==> src/rtl/muldiv_ctrl_pkg.sv <==
// rtl/muldiv_ctrl_pkg.sv - shared state/op encodings for the HI/LO multiply/divide sequencer
// Contents: state_t (S_IDLE/S_MUL/S_DIV/S_FIX), op_t (OP_MULT/OP_MULTU/OP_DIV/OP_DIVU),
//           op classification helpers.
package muldiv_ctrl_pkg;

    typedef enum logic [1:0] {
        S_IDLE = 2'd0,
        S_MUL  = 2'd1,
        S_DIV  = 2'd2,
        S_FIX  = 2'd3
    } state_t;

    typedef enum logic [1:0] {
        OP_MULT  = 2'd0,
        OP_MULTU = 2'd1,
        OP_DIV   = 2'd2,
        OP_DIVU  = 2'd3
    } op_t;

    function automatic logic op_is_signed(input op_t op);
        return (op == OP_MULT) || (op == OP_DIV);
    endfunction

    function automatic logic op_is_div(input op_t op);
        return (op == OP_DIV) || (op == OP_DIVU);
    endfunction

endpackage

==> src/rtl/muldiv_ctrl_absneg.sv <==
// rtl/muldiv_ctrl_absneg.sv - conditional two's-complement negation of a WIDTH-bit value
// Ports: value (in, WIDTH), neg (in, 1: negate when high), result (out, WIDTH).
module muldiv_ctrl_absneg #(
    parameter int WIDTH = 32
) (
    input  logic [WIDTH-1:0] value,
    input  logic             neg,
    output logic [WIDTH-1:0] result
);

    assign result = neg ? (~value + {{(WIDTH-1){1'b0}}, 1'b1}) : value;

endmodule

==> src/rtl/muldiv_ctrl.sv <==
// rtl/muldiv_ctrl.sv - MIPS HI/LO multiply/divide sequencer with ID stall generation
// Parameters: WIDTH (operand/HI/LO width), CNT_W (iteration counter width, 2^CNT_W > WIDTH).
// Ports: clk, rst (sync, active-high); request strobes mult/multu/div/divu/mthi/mtlo/mfhi/mflo;
//        operands a (rs), b (rt); outputs hi, lo, rdata (mfhi ? hi : lo), busy, stall, dbz.
// Option: define MULDIV_EARLY_OUT_EN to skip iteration when the result is trivially zero.
module muldiv_ctrl
    import muldiv_ctrl_pkg::*;
#(
    parameter int WIDTH = 32,
    parameter int CNT_W = 6
) (
    input  logic             clk,
    input  logic             rst,
    input  logic             mult,
    input  logic             multu,
    input  logic             div,
    input  logic             divu,
    input  logic             mthi,
    input  logic             mtlo,
    input  logic             mfhi,
    input  logic             mflo,
    input  logic [WIDTH-1:0] a,
    input  logic [WIDTH-1:0] b,
    output logic [WIDTH-1:0] hi,
    output logic [WIDTH-1:0] lo,
    output logic [WIDTH-1:0] rdata,
    output logic             busy,
    output logic             stall,
    output logic             dbz
);

    localparam logic [CNT_W-1:0] CNT_LAST = CNT_W'(WIDTH - 1);

    state_t             state;
    op_t                op;
    logic [CNT_W-1:0]   cnt;
    logic [2*WIDTH-1:0] acc;    // mul: {partial product, multiplier}; div: {remainder, dividend/quotient}
    logic [WIDTH-1:0]   dvsr;   // multiplicand or divisor magnitude
    logic               neg_lo; // product / quotient sign
    logic               neg_hi; // remainder sign

    logic       start;
    logic       any_req;
    op_t        sel_op;
    logic       sgn;
    logic       early;
    logic [WIDTH-1:0]   abs_a;
    logic [WIDTH-1:0]   abs_b;
    logic [WIDTH:0]     mul_sum;
    logic [WIDTH:0]     div_trial;
    logic [2*WIDTH-1:0] prod_fix;
    logic [WIDTH-1:0]   quo_fix;
    logic [WIDTH-1:0]   rem_fix;

    assign start   = mult | multu | div | divu;
    assign any_req = start | mthi | mtlo | mfhi | mflo;
    assign busy    = (state != S_IDLE);
    assign stall   = busy & any_req;
    assign rdata   = mfhi ? hi : lo;

    always_comb begin
        sel_op = OP_DIVU;
        if (mult)       sel_op = OP_MULT;
        else if (multu) sel_op = OP_MULTU;
        else if (div)   sel_op = OP_DIV;
    end

    assign sgn = op_is_signed(sel_op);

`ifdef MULDIV_EARLY_OUT_EN
    assign early = op_is_div(sel_op) ? ((a == '0) && (b != '0)) : ((a == '0) || (b == '0));
`else
    assign early = 1'b0;
`endif

    muldiv_ctrl_absneg #(.WIDTH(WIDTH)) u_abs_a (
        .value(a), .neg(sgn & a[WIDTH-1]), .result(abs_a));
    muldiv_ctrl_absneg #(.WIDTH(WIDTH)) u_abs_b (
        .value(b), .neg(sgn & b[WIDTH-1]), .result(abs_b));
    muldiv_ctrl_absneg #(.WIDTH(2*WIDTH)) u_prod_fix (
        .value(acc), .neg(neg_lo), .result(prod_fix));
    muldiv_ctrl_absneg #(.WIDTH(WIDTH)) u_quo_fix (
        .value(acc[WIDTH-1:0]), .neg(neg_lo), .result(quo_fix));
    muldiv_ctrl_absneg #(.WIDTH(WIDTH)) u_rem_fix (
        .value(acc[2*WIDTH-1:WIDTH]), .neg(neg_hi), .result(rem_fix));

    // Shift-add: add multiplicand when the current multiplier LSB is set, then shift right.
    assign mul_sum   = {1'b0, acc[2*WIDTH-1:WIDTH]} + (acc[0] ? {1'b0, dvsr} : '0);
    // Restoring step: {remainder, next dividend bit} minus divisor; MSB set means restore.
    assign div_trial = acc[2*WIDTH-1:WIDTH-1] - {1'b0, dvsr};

    always_ff @(posedge clk) begin
        if (rst) begin
            state  <= S_IDLE;
            op     <= OP_MULT;
            cnt    <= '0;
            acc    <= '0;
            dvsr   <= '0;
            neg_lo <= 1'b0;
            neg_hi <= 1'b0;
            hi     <= '0;
            lo     <= '0;
            dbz    <= 1'b0;
        end else begin
            case (state)
                S_IDLE: begin
                    if (start) begin
                        op     <= sel_op;
                        cnt    <= '0;
                        // A trivially-zero result needs no iteration: a zero accumulator
                        // stays zero through the sign fixup.
                        acc    <= early ? '0 : {{WIDTH{1'b0}}, abs_a};
                        dvsr   <= abs_b;
                        neg_lo <= sgn & (a[WIDTH-1] ^ b[WIDTH-1]);
                        neg_hi <= sgn & a[WIDTH-1];
                        dbz    <= op_is_div(sel_op) && (b == '0);
                        if (early)                  state <= S_FIX;
                        else if (op_is_div(sel_op)) state <= S_DIV;
                        else                        state <= S_MUL;
                    end else if (mthi | mtlo) begin
                        if (mthi) hi <= a;
                        if (mtlo) lo <= a;
                        dbz <= 1'b0;
                    end
                end
                S_MUL: begin
                    acc <= {mul_sum, acc[WIDTH-1:1]};
                    cnt <= cnt + 1'b1;
                    if (cnt == CNT_LAST) state <= S_FIX;
                end
                S_DIV: begin
                    if (!div_trial[WIDTH])
                        acc <= {div_trial[WIDTH-1:0], acc[WIDTH-2:0], 1'b1};
                    else
                        acc <= {acc[2*WIDTH-2:0], 1'b0};
                    cnt <= cnt + 1'b1;
                    if (cnt == CNT_LAST) state <= S_FIX;
                end
                S_FIX: begin
                    if (op_is_div(op)) begin
                        // Divide by zero iterates to remainder |a|, so the sign fixup yields HI=a;
                        // only the quotient needs forcing to all-ones.
                        lo <= dbz ? '1 : quo_fix;
                        hi <= rem_fix;
                    end else begin
                        {hi, lo} <= prod_fix;
                    end
                    cnt   <= '0;
                    state <= S_IDLE;
                end
                default: state <= S_IDLE;
            endcase
        end
    end

endmodule

==> config.mk <==
export PLATFORM = sky130hd
export DESIGN_NAME = muldiv_ctrl
export DESIGN_NICKNAME = d
export VERILOG_FILES = /design/src/rtl/muldiv_ctrl_pkg.sv /design/src/rtl/muldiv_ctrl_absneg.sv /design/src/rtl/muldiv_ctrl.sv
export SDC_FILE = /design/constraint.sdc
export NUM_CORES = 1
export LEC_CHECK = 0
export CAP_MARGIN = 20
export CORE_MARGIN = 8
export CORE_UTILIZATION = 40
export CTS_CLUSTER_SIZE = 28
export DETAILED_ROUTE_END_ITERATION = 7
export PLACE_DENSITY = 0.61
export SLEW_MARGIN = 20
export SYNTH_ARGS = -nofsm -noshare
export SYNTH_HDL_FRONTEND = slang
export SYNTH_HIERARCHICAL = 1
export SYNTH_SLANG_ARGS = --single-unit
==> constraint.sdc <==
create_clock -name clk -period 5.7 [get_ports clk]
set_input_delay 0.855 -clock clk [delete_from_list [all_inputs] [get_ports clk]]
set_output_delay 0.855 -clock clk [all_outputs]
set_load 0.01 [all_outputs]
==> results_dict.tcl <==
set metrics [dict create \
    antenna_found_initial 1 \
    nets 2399 \
    drc_errors 0 \
    drtIter0Drc 1464 \
    grt_setup_unrepaired "no" \
    clock_latency_ns 0.46 \
    cts.sinks 172 \
    clockPowerShare 0.189 \
    cts.clk_slew.worst_paths_ns 0.07 \
    final_common_cell "nand2_1" \
    relSlewSlack 0.308 \
    setup_viol 0 \
    die_w_um 222 \
    holdPathStages 2 \
    syn_nets 2315 \
    final_util 0.470 \
    post-cts-setup-buffers 0 \
    period_share 0.731 \
    yosysWarnings 6 \
    netlist.area_leader.share 0.203 \
    min_period_ns 4.17 \
    layout-drive-gt1-share 0.108 \
    die-area_sq_mm 0.0492 \
    dr.pass1.iters 5 \
    wl_per_cell_um 20.9 \
    cts_hold_buf 0 \
    drv_slew 0 \
    p_switching_mw 3.23 \
    postCtsResizedCells 0 \
    yosysSeqAreaShare 0.203 \
    grt_max_degree 97 \
    whs_ns 0.469 \
    hpwl_um 44300 \
    final_cell_mix "nand2_1, xnor2_1, a21oi_1, nor2_1, clkdlybuf4s50_1" \
    worstPathRequired_ns 6.02 \
    coreArea_sq_mm 0.0419 \
    cp-end-kind "flip-flop" \
    root_buffer "clkbuf_16" \
    viasPerCell 6.04 \
    peakVddDrop_mv 0.228 \
    power_leakage_nw 7.20 \
    cts_tree "built" \
    wl_um 58500 \
    synth_seq_cells 172 \
    cp_slowest_cell "dfxtp_1" \
    p_seq_frac 0.264 \
    first_global_vias 16200 \
    layout.cells.non_filler 2802 \
    synthSimpleGateAreaFrac 0.240 \
    maxCapViolations 0 \
    fin_tns_setup_ns 0 \
    place_congestion 0.901 \
    synth_edf_count 0 \
    hold_viol_final 0 \
    p_per_area_mw_per_mm2 344 \
    p_total_mw 6.77 \
    cp_top_family "compound AO/OA/AOI/OAI gates" \
    crit_chain "buf_4 -> nand2_1 -> inv_1 -> ha_1 -> a21o_1 -> o21ai_0 -> a31oi_1 -> a31o_2 -> o31ai_1 -> a31oi_1 -> a41oi_1 -> xor2_1 -> o221ai_1" \
    ant_nets 0 \
    num_rows 75 \
    hold_path_class "flip-flop to flip-flop" \
    place_inst 2769 \
    yosys.area_share.adder 0.0570 \
    crit_fanout 31 \
    worst-path-buf-inv 2 \
    grt_pass1_wl_um 92600 \
    combPwrFrac 0.547 \
    critical-path-max-stage-delay_ns 0.61 \
    syn_to_final_growth_pct 16.1 \
    skew_ns 0.0134 \
    critical_path_arrival_ns 4.49 \
    startpoint_type "flip-flop" \
    synth_top_family_by_area "compound AO/OA/AOI/OAI gates" \
    grt_use_total 0.229 \
    avgSynthCellArea_sq_um 7.83 \
    p_int_mw 3.54 \
    synthCells 2165 \
    htreeDepth 4 \
    grt-ovfl-total 0 \
    muxShareOfSynthArea 0.0604 \
    clk_path_buf_depth 2 \
    start_util 0.405 \
    rr_worst_depth 13 \
    numCtsBuffers 17 \
    synth_compound_gate_area_share 0.268 \
    critical_path_class "flip-flop to flip-flop" \
    synthesis.area_sq_mm 0.0170 \
    io_pins 173 \
    synthFlopType "dfxtp_1" \
    fmax_ghz 0.240 \
    worstSetupPathDepth 13 \
    synthXorXnorAreaFrac 0.126 \
    netSwitchingFraction 0.477 \
    synth_area_leaders "dfxtp_1, xnor2_1, a21oi_1" \
    die_h_um 222 \
    numPortBuffers 172 \
    worst_pin_slew_ns 1.03 \
    cp_common_cell "a31oi_1" \
    yosys.area.top_type "dfxtp_1" \
    ys_types 97 \
    fillers 4199 \
    outcome "complete, no violations" \
    vias 16900 \
    synth-async-reset-ratio 0 \
    multi_input_area_sq_mm 0.0128 \
    regArea_sq_mm 0.00345 \
]
synthesized netlist by cell type (all sizes together), types with 50 or more instances:
library cell / n
ha: 74
mux2: 79
nor3: 63
nand2: 219
nand2b: 52
a21oi: 215
o31ai: 66
inv: 54
nor2: 186
o21ai: 92
dfxtp: 172
o41ai: 50
clkbuf: 98
xnor2: 214
layout make-up:
class,count,share of cell area
diodes,1,0.000127
flip-flops and latches,172,0.175
multi-input cells,1802,0.649
inverters,55,0.0105
clock buffers,18,0.0223
well taps,539,0.0343
clock inverters,14,0.00934
repair buffers,201,0.0994
flip-flops by register name, summed over array words and instances (netlist names):
| name | cells |
|---|---|
| acc | 64 |
| dvsr | 32 |
| hi | 32 |
| lo | 32 |
| cnt | 6 |
| state | 2 |
| dbz | 1 |
| neg_hi | 1 |
| neg_lo | 1 |
| op | 1 |
power groups by stage:
stage,Sequential [mW],Combinational [mW],Clock (mW)
floorplan,1.68,2.70,0
global placement,1.80,3.61,0
detailed placement,1.81,3.66,0
CTS,1.78,3.67,1.29
global route,1.83,4.06,1.35
finish,1.79,3.70,1.28
worst reg2reg max path, cell delays in order (launching register included):
cell,delay (ns)
dfxtp_1,0.61
buf_4,0.36
nand2_1,0.14
inv_1,0.07
ha_1,0.22
a21o_1,0.20
o21ai_0,0.22
a31oi_1,0.22
a31o_2,0.30
o31ai_1,0.58
a31oi_1,0.40
a41oi_1,0.37
xor2_1,0.21
o221ai_1,0.12
metal layers:
layer	track usage	part of all wire
met3	0.0361	0.059
met2	0.379	0.46
met1	0.305	0.46
met5	0	0
met4	0.0635	0.021
cell families (layout without fill, tap and decap cells):
group / after synthesis / after routing
AND/OR/NAND/NOR: 752 / 752
AO/OA/AOI/OAI: 641 / 641
XOR/XNOR: 241 / 241
buffers and inverters: 191 / 288
flip-flops: 172 / 172
multiplexers: 92 / 92
adder cells (fa/ha/maj): 76 / 76
other: 0 / 1
metrics by stage:
stage	setup slack, ns	area (sq um)
5_1_grt	1.25	19700
6_report	1.53	19700
3_3_place_gp	1.64	19000
3_5_place_dp	1.55	19100
4_1_cts	1.53	19700
2_1_floorplan	2.34	17000
path summary, 6_finish.rpt:
kind | from | end | slack (ns)
setup reg to reg | acc[0]$_SDFFE_PP0P_ | acc[56]$_SDFFE_PP0P_ | 1.53
setup / recovery | acc[0]$_SDFFE_PP0P_ | acc[56]$_SDFFE_PP0P_ | 1.53
hold / removal | dvsr[23]$_SDFFE_PP0P_ | dvsr[23]$_SDFFE_PP0P_ | 0.47
hold reg to reg | dvsr[23]$_SDFFE_PP0P_ | dvsr[23]$_SDFFE_PP0P_ | 0.47
Note: power is estimated with default switching activity, not from simulation.
